<file path="src/rtl/conv_seq_ctrl.sv">
// rtl/conv_seq_ctrl.sv - load/compute sequencer for the two-layer convolution engine
module conv_seq_ctrl #(
   parameter int DATA_N   = 64,
   parameter int WGT_N    = 54,
   parameter int PIPE_LAT = 2
) (
   input  logic       clk,
   input  logic       rst,
   input  logic       mode,
   input  logic       ram_en,
   input  logic [7:0] din,
   output logic [7:0] wr_data,
   output logic       data_we,
   output logic [5:0] data_waddr,
   output logic       wgt_we,
   output logic [5:0] wgt_waddr,
   output logic       busy,
   output logic       pe_en,
   output logic       layer,
   output logic [2:0] win_row,
   output logic [2:0] win_col,
   output logic       wb_en,
   output logic [5:0] wb_addr,
   output logic       pool_clr,
   output logic       pool_en,
   output logic       out_load,
   output logic       out_data_flag
);

   typedef enum logic [2:0] {
      S_LOAD, S_RUN1, S_DRAIN1, S_RUN2, S_DRAIN2, S_OUT, S_DONE
   } state_t;

   localparam logic [6:0] DATA_LIM   = 7'(DATA_N);
   localparam logic [5:0] WGT_LIM    = 6'(WGT_N);
   localparam logic [2:0] DRAIN_LAST = 3'(PIPE_LAT - 1);

   state_t     state_q, state_d;
   logic [6:0] data_cnt_q, data_cnt_d;
   logic [5:0] wgt_cnt_q, wgt_cnt_d;
   logic [7:0] wr_data_q, wr_data_d;
   logic       data_we_q, data_we_d;
   logic [5:0] data_waddr_q, data_waddr_d;
   logic       wgt_we_q, wgt_we_d;
   logic [5:0] wgt_waddr_q, wgt_waddr_d;
   logic [2:0] win_row_q, win_row_d;
   logic [2:0] win_col_q, win_col_d;
   logic       layer_q, layer_d;
   logic [2:0] drain_cnt_q, drain_cnt_d;

   // Delay line carrying each evaluated window to its write-back slot
   logic [PIPE_LAT-1:0]      pe_pipe_q, pe_pipe_d;
   logic [PIPE_LAT-1:0]      lyr_pipe_q, lyr_pipe_d;
   logic [PIPE_LAT-1:0][5:0] addr_pipe_q, addr_pipe_d;
   logic [5:0]               cur_addr;

   // Status and compute strobes decode directly from the state register
   assign pe_en         = (state_q == S_RUN1) || (state_q == S_RUN2);
   assign busy          = (state_q != S_LOAD) && (state_q != S_DONE);
   assign out_load      = (state_q == S_OUT);
   assign out_data_flag = (state_q == S_DONE);
   assign wr_data       = wr_data_q;
   assign data_we       = data_we_q;
   assign data_waddr    = data_waddr_q;
   assign wgt_we        = wgt_we_q;
   assign wgt_waddr     = wgt_waddr_q;
   assign win_row       = win_row_q;
   assign win_col       = win_col_q;
   assign layer         = layer_q;
   assign wb_en         = pe_pipe_q[PIPE_LAT-1];
   assign wb_addr       = addr_pipe_q[PIPE_LAT-1];
   assign pool_en       = pe_pipe_q[PIPE_LAT-1] & lyr_pipe_q[PIPE_LAT-1];
   assign pool_clr      = pool_en && (addr_pipe_q[PIPE_LAT-1] == 6'd0);

   // Linear result index of the window being evaluated now
   always_comb begin
      cur_addr = 6'd0;
      if (layer_q) begin
         cur_addr = {2'b00, win_row_q[1:0], win_col_q[1:0]};
      end else begin
         cur_addr = ({3'b000, win_row_q} * 6'd6) + {3'b000, win_col_q};
      end
   end

   // Shift the window valid/layer/index down the write-back delay line
   always_comb begin
      pe_pipe_d      = '0;
      lyr_pipe_d     = '0;
      addr_pipe_d    = '0;
      pe_pipe_d[0]   = pe_en;
      lyr_pipe_d[0]  = layer_q;
      addr_pipe_d[0] = cur_addr;
      for (int i = 1; i < PIPE_LAT; i++) begin
         pe_pipe_d[i]   = pe_pipe_q[i-1];
         lyr_pipe_d[i]  = lyr_pipe_q[i-1];
         addr_pipe_d[i] = addr_pipe_q[i-1];
      end
   end

   // Next-state, load strobes and window scan
   always_comb begin
      state_d      = state_q;
      data_cnt_d   = data_cnt_q;
      wgt_cnt_d    = wgt_cnt_q;
      wr_data_d    = wr_data_q;
      data_we_d    = 1'b0;
      data_waddr_d = data_waddr_q;
      wgt_we_d     = 1'b0;
      wgt_waddr_d  = wgt_waddr_q;
      win_row_d    = win_row_q;
      win_col_d    = win_col_q;
      layer_d      = layer_q;
      drain_cnt_d  = drain_cnt_q;
      case (state_q)
         S_LOAD: begin
            if (ram_en) begin
               if (!mode) begin
                  if (data_cnt_q < DATA_LIM) begin
                     data_we_d    = 1'b1;
                     data_waddr_d = data_cnt_q[5:0];
                     wr_data_d    = din;
                     data_cnt_d   = data_cnt_q + 7'd1;
                  end
               end else begin
                  if (wgt_cnt_q < WGT_LIM) begin
                     wgt_we_d    = 1'b1;
                     wgt_waddr_d = wgt_cnt_q;
                     wr_data_d   = din;
                     wgt_cnt_d   = wgt_cnt_q + 6'd1;
                  end
               end
            end else if ((data_cnt_q == DATA_LIM) && (wgt_cnt_q == WGT_LIM)) begin
               state_d   = S_RUN1;
               win_row_d = 3'd0;
               win_col_d = 3'd0;
               layer_d   = 1'b0;
            end
         end
         S_RUN1: begin
            if ((win_row_q == 3'd5) && (win_col_q == 3'd5)) begin
               state_d     = S_DRAIN1;
               drain_cnt_d = 3'd0;
            end else if (win_col_q == 3'd5) begin
               win_col_d = 3'd0;
               win_row_d = win_row_q + 3'd1;
            end else begin
               win_col_d = win_col_q + 3'd1;
            end
         end
         S_DRAIN1: begin
            if (drain_cnt_q == DRAIN_LAST) begin
               state_d   = S_RUN2;
               win_row_d = 3'd0;
               win_col_d = 3'd0;
               layer_d   = 1'b1;
            end else begin
               drain_cnt_d = drain_cnt_q + 3'd1;
            end
         end
         S_RUN2: begin
            if ((win_row_q == 3'd3) && (win_col_q == 3'd3)) begin
               state_d     = S_DRAIN2;
               drain_cnt_d = 3'd0;
            end else if (win_col_q == 3'd3) begin
               win_col_d = 3'd0;
               win_row_d = win_row_q + 3'd1;
            end else begin
               win_col_d = win_col_q + 3'd1;
            end
         end
         S_DRAIN2: begin
            if (drain_cnt_q == DRAIN_LAST) begin
               state_d = S_OUT;
            end else begin
               drain_cnt_d = drain_cnt_q + 3'd1;
            end
         end
         S_OUT: begin
            state_d = S_DONE;
         end
         S_DONE: begin
            // The byte that releases DONE is also the first byte of the next load
            if (ram_en) begin
               state_d    = S_LOAD;
               data_cnt_d = 7'd0;
               wgt_cnt_d  = 6'd0;
               wr_data_d  = din;
               if (!mode) begin
                  data_we_d    = 1'b1;
                  data_waddr_d = 6'd0;
                  data_cnt_d   = 7'd1;
               end else begin
                  wgt_we_d    = 1'b1;
                  wgt_waddr_d = 6'd0;
                  wgt_cnt_d   = 6'd1;
               end
            end
         end
         default: begin
            state_d = S_LOAD;
         end
      endcase
   end

   // State, counters, registered outputs and delay line
   always_ff @(posedge clk) begin
      if (rst) begin
         state_q      <= S_LOAD;
         data_cnt_q   <= '0;
         wgt_cnt_q    <= '0;
         wr_data_q    <= '0;
         data_we_q    <= 1'b0;
         data_waddr_q <= '0;
         wgt_we_q     <= 1'b0;
         wgt_waddr_q  <= '0;
         win_row_q    <= '0;
         win_col_q    <= '0;
         layer_q      <= 1'b0;
         drain_cnt_q  <= '0;
         pe_pipe_q    <= '0;
         lyr_pipe_q   <= '0;
         addr_pipe_q  <= '0;
      end else begin
         state_q      <= state_d;
         data_cnt_q   <= data_cnt_d;
         wgt_cnt_q    <= wgt_cnt_d;
         wr_data_q    <= wr_data_d;
         data_we_q    <= data_we_d;
         data_waddr_q <= data_waddr_d;
         wgt_we_q     <= wgt_we_d;
         wgt_waddr_q  <= wgt_waddr_d;
         win_row_q    <= win_row_d;
         win_col_q    <= win_col_d;
         layer_q      <= layer_d;
         drain_cnt_q  <= drain_cnt_d;
         pe_pipe_q    <= pe_pipe_d;
         lyr_pipe_q   <= lyr_pipe_d;
         addr_pipe_q  <= addr_pipe_d;
      end
   end

endmodule

</file>
<file path="config.mk">
export PLATFORM = sky130hd
export DESIGN_NAME = conv_seq_ctrl
export DESIGN_NICKNAME = d
export VERILOG_FILES = /design/src/rtl/conv_seq_ctrl.sv
export SDC_FILE = /design/constraint.sdc
export NUM_CORES = 1
export LEC_CHECK = 0
export BUFFER_PORTS_ARGS = -buffer_cell sky130_fd_sc_hd__buf_2
export CAP_MARGIN = 10
export CORE_UTILIZATION = 35
export CTS_BUF_LIST = sky130_fd_sc_hd__clkbuf_8
export CTS_CLUSTER_DIAMETER = 40
export DETAILED_ROUTE_END_ITERATION = 7
export GPL_TIMING_DRIVEN = 0
export PLACE_DENSITY = 0.56
export SLEW_MARGIN = 30
export SYNTH_ARGS = -nofsm -noshare
export SYNTH_HDL_FRONTEND = slang
export SYNTH_SLANG_ARGS = --single-unit
</file>
<file path="constraint.sdc">
create_clock -name clk -period 3.26 [get_ports clk]
set_input_delay 0.652 -clock clk [delete_from_list [all_inputs] [get_ports clk]]
set_output_delay 0.652 -clock clk [all_outputs]
set_load 0.01 [all_outputs]
</file>
Word-level counts from Yosys, hierarchy flattened
Index checks and enable logic that the tools add are counted.
Storage, ports and cells
  logic and storage cells: 159
  input port bits: 12
  output and inout bits: 42
  register bits after elaboration: 64
Operators by class
  add/subtract/negate cells: 6
  muxes and demuxes: 72
  bitwise logic cells: 1
  multipliers: 1
  reduce and logical (&&, ||, !) cells: 25
  $lt $le $gt $ge: 2
  eq/ne operators: 35
Operators by type and width (count)
  6-bit two-way mux: 14
  3-bit two-way mux: 21
  8-bit two-way mux: 5
  6-bit case mux with 2 select lines: 3
  2-bit inequality test, second input constant: 15
  7-bit two-way mux: 4
  3-bit case mux with 4 select lines: 2
  3-bit case mux with 7 select lines: 1
  6-bit AND reduction: 3
  8-bit case mux with 2 select lines: 1
  3-bit equality test, second input constant: 5
  1-bit two-way mux: 15
  5-bit AND reduction: 3
  7-bit case mux with 2 select lines: 1
  3-bit by 2-bit equality test with 1-bit output, second input constant: 4
  3-bit by 1-bit adder with 3-bit output, second input constant: 3
  3-bit inequality test, second input constant: 3
  3-bit case mux with 3 select lines: 1
  2-bit by 1-bit inequality test with 1-bit output, second input constant: 4
  4-bit AND reduction: 2
  8-bit AND reduction: 1
  7-bit by 1-bit adder with 7-bit output, second input constant: 1
  7-bit equality test, second input constant: 1
  7-bit < comparator, second input constant: 1
  other kinds (18): 28

Logic depth before layout (Yosys ltp)
Gate-level depths: netlist of the first run.
  depth in word-level cells: 5
  depth in mapped cells: 8

Worst setup path after synthesis of the first run
OpenSTA, ideal clock, no wires.
  path kind: input -> register
  start point: input port ram_en
  end point: register win_col_q[2], in the netlist win_col[2]
  data arrival time: 1.823 ns
  path slack: 1.314 ns
  buffers on the path: 0
  stages on the path: 4
  required time: 3.137 ns
  cells stage by stage: nand4bb_1 > o31ai_4 > and4b_1 > mux2_1
Between the ends
  cells in the longest elaborated chain, start to end: 2
Ends and longest elaborated chain
  start, declared: line 10  | input logic ram_en,
  2-bit inequality test (no line)
  6-bit AND reduction (no line)
  end signal, assigned: line 233  | win_col_q <= win_col_d;
  end, declared: line 47  | logic [2:0] win_col_q, win_col_d;
No other way between the ends.
A chain may end at the register's enable or synchronous reset.

Final worst setup path of the first run
  start point: register state_q[2]
  end point: output port busy
Between the ends
  cells in the longest elaborated chain, start to end: 2
Ends and longest elaborated chain
  start, declared: line 38  | state_t state_q, state_d;
  start signal, assigned: line 224  | state_q <= state_d;
  3-bit inequality test or 3-bit nonzero test (tied branches): line 59  | assign busy = (state_q != S_LOAD) && (state_q != S_DONE);
  1-bit logical AND (*): line 59
  end, declared: line 17  | output logic busy,
Mark *: on every way between the ends. The rest lies on a longest branch, timed or not.

==> impl_metrics.env, run 1 <==
export IMPL_ir_drop_mv=0.235
export IMPL_startpoint_type="flop"
export IMPL_globalRouteOverflowTotal=0
export IMPL_worst_slew_pin_slew_ns=0.590
export IMPL_num_fill_cells=903
export IMPL_cts_tree="done"
export IMPL_pin_count=54
export IMPL_vias_per_cell=4.95
export IMPL_clkPwrFrac_pct=44.1
export IMPL_p_seq_share_pct=50.1
export IMPL_drive_gt1_share_pct=24.1
export IMPL_crit_path_max_incr_delay_ns=0.31
export IMPL_drt_iter0_markers=125
export IMPL_slew_headroom_pct=60.7
export IMPL_rsz0062_at_grt="no"
export IMPL_antenna_found_initial=0
export IMPL_drt_wl_total_mm=7.01
export IMPL_p_total_uw=1600
export IMPL_met1_usage_pct=22.4
export IMPL_swShare_pct=25.7
export IMPL_synth_top_area_share_pct=41.1
export IMPL_layout_common_cells="dfxtp_1, buf_2, nor2_1"
export IMPL_p_int_uw=1190
export IMPL_dp_hpwl_mm=5.08
export IMPL_wl_per_cell_um=13.7
export IMPL_p_leak_uw=0.00158
export IMPL_grt_use_total_pct=16.7
export IMPL_cts_buffer_depth=2
export IMPL_syn_inst=334
export IMPL_grt_use_met2_pct=24.8
export IMPL_ys_top_cells_by_area="dfxtp_1, ha_1, nor2_1"
export IMPL_hold_viol=0
export IMPL_clk_latency_ns=0.36
export IMPL_cp_slowest_cell="dfxtp_1"
export IMPL_cp_cell_sequence="clkbuf_8, and2_1, nand2b_1, buf_2, inv_2, nor2_1, buf_2"
export IMPL_critPathRequiredTime_ns=2.61
export IMPL_vias=2528
export IMPL_clockRootBuffer="clkbuf_8"
export IMPL_fmax_mhz=430
export IMPL_cp_arrival_ns=1.68
export IMPL_rr_startpoint="win_col[0]$_SDFFE_PP0P_"
export IMPL_cts_setup_buffers=0
export IMPL_syn_num_nets=365
export IMPL_die_h_um=96.4
export IMPL_skew_ns=0.0107
export IMPL_syn_avg_cell_area_um2=9.34
export IMPL_ctsResizeCount=0
export IMPL_drtPass1Iterations=4
export IMPL_p_comb_share_pct=5.7
export IMPL_route_detailed_drc=0
export IMPL_ctsHoldBuffers=0
export IMPL_cts_buffers=9
export IMPL_grt_max_degree=14
export IMPL_clock_sinks=64
export IMPL_port_buffers=53
export IMPL_period_share_pct=71.4
export IMPL_netlist_area_um2=3120
export IMPL_crit_top_cell="buf_2"
export IMPL_initial_core_util_pct=36.0
export IMPL_layout_commonest_cell="dfxtp_1"
export IMPL_die_x_um=96.4
export IMPL_diodes=0
export IMPL_grt_pass1_vias=2357
export IMPL_ys_ff_latch=64
export IMPL_seqCellArea_um2=1280
export IMPL_critPathCaptureType="output pin"
export IMPL_finalSetupViolations=0
export IMPL_drv_cap=0
export IMPL_met3_usage_pct=4.30
export IMPL_grt_pass1_wl_mm=11.5
export IMPL_slew_viol_final=0
export IMPL_worst_path_max_fanout=9
export IMPL_switching_power_uw=411
export IMPL_multiInputGateArea_um2=1650
export IMPL_cp_startpoint="state_q[2]$_SDFFE_PP0P_"
export IMPL_cts_clk_slew_worst_paths_ns=0.08
export IMPL_synth_distinct_cells=61
export IMPL_synth_top_cell_by_area="dfxtp_1"
export IMPL_fp_row_count=34
export IMPL_dieArea_um2=9300
export IMPL_min_delay_start="lyr_pipe_q[0]$_SDFF_PP0_"
export IMPL_ant_nets=0
export IMPL_tns_ns=0
export IMPL_coreArea_um2=8680
export IMPL_seq_area_frac_synth_pct=41.1
export IMPL_holdCritPathClass="flop to flop"
export IMPL_area_growth_pct=19.3
export IMPL_busiest_layer="met2"
export IMPL_ys_warnings_count=0
export IMPL_htreeDepth=3
export IMPL_nNetsFinal=429
export IMPL_worstSetupPathType="flop to output pin"
export IMPL_globalplace_congestion=0.803
export IMPL_power_density_nw_per_um2=430
export IMPL_post_route_min_period_ns=2.33
export IMPL_outcome="finished clean"
## sequential cells by signal, summed over array words and instances (netlist names)
| register | count |
|---|---|
| data_waddr | 6 |
| addr_pipe_d | 6 |
| win_col | 3 |
| pe_pipe_q | 2 |
| wb_addr | 6 |
| wr_data | 8 |
| wgt_we | 1 |
| state_q | 3 |
| drain_cnt_q | 3 |
| wgt_cnt_q | 6 |
| data_cnt_q | 7 |
| layer | 1 |
| lyr_pipe_q | 2 |
| win_row | 3 |
| wgt_waddr | 6 |
| data_we | 1 |
## area by class of cell
| cell class | count | area share (%) |
|---|---|---|
| Clock buffer | 9 | 3.33 |
| Tap cell | 108 | 3.63 |
| Buffer | 17 | 3.63 |
| Sequential cell | 64 | 34.4 |
| Multi-Input combinational cell | 238 | 44.3 |
| Inverter | 15 | 1.51 |
| Clock inverter | 7 | 2.12 |
| Timing Repair Buffer | 53 | 7.12 |
## metrics by stage
stage               std cells  setup slack, ns  area (um^2)  util (%)  hold WS [ns]
global route              511            0.819         3720      42.9         0.454
global placement          495            0.962         3520      40.6         0.425
detailed placement        495            0.960         3520      40.6         0.423
CTS                       511            0.912         3720      42.9         0.443
floorplan                 334             1.31         3120         -         0.414
finish                    511            0.932         3720      42.9         0.438
## power by group through the flow
stage / Sequential [uW] / Clock [uW] / Combinational (uW)
2_1_floorplan: 824 / 0 / 54.8
3_3_place_gp: 820 / 0 / 91.1
3_5_place_dp: 820 / 0 / 92.2
4_1_cts: 802 / 731 / 92.8
5_1_grt: 804 / 758 / 101
6_report: 802 / 706 / 91.8
## cell usage after synthesis (all sizes together)
library cell / n
dfxtp: 64
nor2: 46
nand2: 23
a21oi: 22
ha: 17
inv: 15
nor2b: 13
mux2i: 11
nand3: 11
buf: 9
clkbuf: 8
o21ai: 8
xor2: 8
a22oi: 7
a211oi: 5
nand2b: 5
nand4: 5
a31oi: 4
nor3: 4
o31ai: 4
xnor2: 4
and3: 3
nand4bb: 3
or3: 3
a21o: 2
a221oi: 2
and2: 2
and4: 2
fa: 2
mux2: 2
nand3b: 2
nor3b: 2
nor4: 2
nor4b: 2
o21a: 2
a21boi: 1
a311oi: 1
and2b: 1
and4b: 1
nand4b: 1
o211ai: 1
o221ai: 1
o22ai: 1
o32ai: 1
or2b: 1
## path summary, 6_finish.rpt
path,to,slack (ns),depth (start not counted)
worst min-delay path,lyr_pipe_q[1]$_SDFF_PP0_,0.44,1
worst min register to register,lyr_pipe_q[1]$_SDFF_PP0_,0.44,1
worst max register to register,drain_cnt_q[1]$_SDFFE_PP0P_,1.21,6
worst max-delay path,busy,0.93,7
## metal layers
layer | vias up | share of wire [%] | wire [um]
met2 | 72 | 42 | 2970
li1 | 1290 | - | -
met4 | 0 | 1.4 | 101
met5 | - | 0 | 0
met1 | 1158 | 50 | 3530
met3 | 8 | 5.8 | 404
## worst max-delay path, delay by kind of cell, from the launching register on
kind                   cells  cell delay (ns)
buffers and inverters      4             0.62
AND/OR/NAND/NOR            3             0.40
flip-flops                 1             0.31
## cell families (layout without fill, tap and decap cells)
| kind of cell | after synthesis | after routing | synth area share, % |
|---|---|---|---|
| flip-flops | 64 | 64 | 41.1 |
| buffers and inverters | 32 | 101 | 6.13 |
| multiplexers | 13 | 13 | 4.25 |
| adder cells (fa/ha/maj) | 19 | 19 | 8.10 |
| AND/OR/NAND/NOR | 132 | 132 | 23.3 |
| XOR/XNOR | 12 | 12 | 3.37 |
| AO/OA/AOI/OAI | 62 | 62 | 13.8 |
No activity file was read; power rests on OpenSTA's default activity.
==> run 2, diff against run 1 <==
ABC_AREA = 1   (was not set)
PLACE_DENSITY = 0.58   (was 0.56)
clock period = 1.9 ns   (was 3.26 ns; I/O delays follow)
==> impl_metrics.env, run 2 <==
export IMPL_outcome="complete, but fails checks"
export IMPL_violations="DRC"
export IMPL_grt_use_total_pct=16.3
export IMPL_ys_warnings_count=0
export IMPL_rsz0062_at_grt="no"
export IMPL_switching_power_uw=715
export IMPL_htreeDepth=3
export IMPL_synth_top_area_share_pct=40.0
export IMPL_globalplace_congestion=0.917
export IMPL_cts_clk_slew_worst_paths_ns=0.08
export IMPL_cp_cell_sequence="buf_4, nand2_1, nor2_4, buf_2"
export IMPL_grt_pass1_vias=2732
export IMPL_port_buffers=53
export IMPL_finalSetupViolations=0
export IMPL_tns_ns=0
export IMPL_crit_path_max_incr_delay_ns=0.31
export IMPL_syn_num_nets=480
export IMPL_power_density_nw_per_um2=753
export IMPL_coreArea_um2=8810
export IMPL_crit_buf_inv=2
export IMPL_synth_ff_type="dfxtp_1"
export IMPL_p_comb_share_pct=6.4
export IMPL_grt_max_degree=13
export IMPL_clockRootBuffer="clkbuf_8"
export IMPL_design_area_um2=3830
export IMPL_antenna_found_initial=0
export IMPL_slew_viol_final=0
export IMPL_cts_tree="done"
export IMPL_ys_top_cells_by_area="dfxtp_1, nand2_1, nor2_1"
export IMPL_drtPass1Iterations=6
export IMPL_p_leak_uw=0.00183
export IMPL_clk_latency_ns=0.35
export IMPL_ant_nets=0
export IMPL_grt_pass1_wl_mm=12.5
export IMPL_ir_drop_mv=0.380
export IMPL_hold_viol=0
export IMPL_clkPwrFrac_pct=45.6
export IMPL_die_x_um=97.7
export IMPL_globalRouteOverflowTotal=0
export IMPL_critPathCaptureType="output pin"
export IMPL_dpl_cell_area_um2=3610
export IMPL_drv_cap=0
export IMPL_crit_family="buffers and inverters"
export IMPL_swShare_pct=24.8
export IMPL_clock_sinks=64
export IMPL_fmax_mhz=559
export IMPL_p_seq_share_pct=48.0
export IMPL_cts_buffers=9
export IMPL_startpoint_type="flop"
export IMPL_die_h_um=97.7
export IMPL_largest_reg_flops=8
export IMPL_post_route_min_period_ns=1.79
export IMPL_dp_hpwl_mm=5.50
export IMPL_wl_per_cell_um=11.9
export IMPL_async_flop_share_pct=0
export IMPL_slew_headroom_pct=60.9
export IMPL_netlist_area_um2=3210
export IMPL_synth_distinct_cells=39
export IMPL_skew_ns=0.0106
export IMPL_drt_iter0_markers=195
export IMPL_yosysMostFrequentCell="nand2_1"
export IMPL_synth_edf_count=0
export IMPL_cp_slowest_cell="dfxtp_1"
export IMPL_dieArea_um2=9550
export IMPL_holdCritPathClass="input port to flop"
export IMPL_area_growth_pct=19.6
export IMPL_cts_buffer_depth=2
export IMPL_worstSetupPathType="flop to output pin"
export IMPL_cp_arrival_ns=1.41
export IMPL_vias_per_cell=4.66
export IMPL_syn_inst=449
export IMPL_seq_area_frac_synth_pct=40.0
export IMPL_drt_wl_total_mm=7.44
export IMPL_critPathRequiredTime_ns=1.52
export IMPL_ys_top_cells_by_count="nand2_1, nor2_1, dfxtp_1, inv_1, a21oi_1"
export IMPL_num_fill_cells=918
export IMPL_synth_top_cell_by_area="dfxtp_1"
export IMPL_worst_slew_pin_slew_ns=0.587
export IMPL_ys_ff_latch=64
export IMPL_diodes=0
export IMPL_initial_core_util_pct=36.4
export IMPL_layout_common_cells="nand2_1, nor2_1, dfxtp_1"
export IMPL_multiInputGateArea_um2=1650
export IMPL_period_share_pct=94.1
export IMPL_p_int_uw=2170
export IMPL_vias=2917
export IMPL_layout_commonest_cell="nand2_1"
export IMPL_worst_path_max_fanout=10
export IMPL_pin_count=54
export IMPL_drive_gt1_share_pct=19.7
export IMPL_route_detailed_drc=18
export IMPL_ff2ff_setup_slack_ns=0.18
export IMPL_nNetsFinal=544
export IMPL_seqCellArea_um2=1290
export IMPL_fp_row_count=34
export IMPL_syn_avg_cell_area_um2=7.14
[run 2: cell count changes in the layout (fill, tap and decap cells not counted), moves of 9 or more]
| cell | change |
|---|---|
| inv_1 | +30 |
| mux2i_1 | -11 |
| nor2b_1 | -11 |
| o21ai_0 | +11 |
| nand2_1 | +81 |
| nand3_1 | +15 |
| nor2_1 | +34 |
| a21oi_1 | +9 |
[run 2: kinds of logic (layout without fill, tap and decap cells)]
group,count (synthesis),count (layout),share of synthesized area (%)
compound gates,62,62,10.9
xor+xnor,8,8,2.19
fa+ha+maj,19,19,7.88
buf+inv,65,134,8.59
flops,64,64,40.0
simple gates,231,231,30.4
[run 2: what timing repair did]
item | CTS | global route
hold buffers | 0 | 0
gates resized for setup | 0 | 4
setup buffers | 0 | 0
setup endpoints to repair | 0 | 5
[run 2: metrics by stage]
| stage | cells | utilization, % | worst slack [ns] | hold WS [ns] | power [uW] |
|---|---|---|---|---|---|
| floorplan | 449 | - | 0.162 | 0.388 | 1530 |
| global placement | 610 | 40.9 | 0.134 | 0.392 | 1600 |
| detailed placement | 610 | 40.9 | 0.122 | 0.393 | 1600 |
| CTS | 626 | 43.4 | 0.0790 | 0.283 | 2920 |
| global route | 626 | 43.5 | 0.0159 | 0.304 | 2990 |
| finish | 626 | 43.5 | 0.112 | 0.292 | 2890 |
[run 2: final timing paths]
path | start | to | cells past startpoint
setup / recovery | state_q[1]$_SDFFE_PP0P_ | out_data_flag | 4
hold reg to reg | addr_pipe_d[9]$_SDFF_PP0_ | wb_addr[3]$_SDFF_PP0_ | 2
setup reg to reg | win_row[1]$_SDFFE_PP0P_ | addr_pipe_d[10]$_SDFF_PP0_ | 8
hold / removal | din[0] | wr_data[0]$_SDFFE_PP0P_ | 3
[run 2: power groups by stage]
stage	logic [uW]	clock network, uW	registers (uW)
2_1_floorplan	105	0	1430
3_3_place_gp	183	0	1420
3_5_place_dp	184	0	1420
4_1_cts	185	1340	1390
5_1_grt	209	1390	1390
6_report	184	1320	1390
[run 2: area by class of cell]
cell class	instances	area share (%)
Multi-Input combinational cell	320	43.1
Sequential cell	64	33.6
Timing Repair Buffer	53	6.92
Inverter	53	5.19
Tap cell	108	3.52
Clock buffer	9	3.23
Clock inverter	7	2.51
Buffer	12	1.99
[run 2: worst register-to-register path, stage by stage, from the launching register on]
cell and delay, ns:
dfxtp_4 0.38, inv_1 0.09, ha_1 0.31, inv_1 0.08, ha_1 0.27, nand3_1 0.07
nand2_1 0.06, or2_2 0.29, a21oi_1 0.11
[run 2: layer usage]
layer / global-route usage, % / vias to the layer above / share of wire (%)
met2: 25.5 / 74 / 43
met1: 22.1 / 1284 / 51
li1: - / 1549 / -
met3: 2.73 / 10 / 4.6
met4: 7.46 / 0 / 1.5
met5: 0 / - / 0
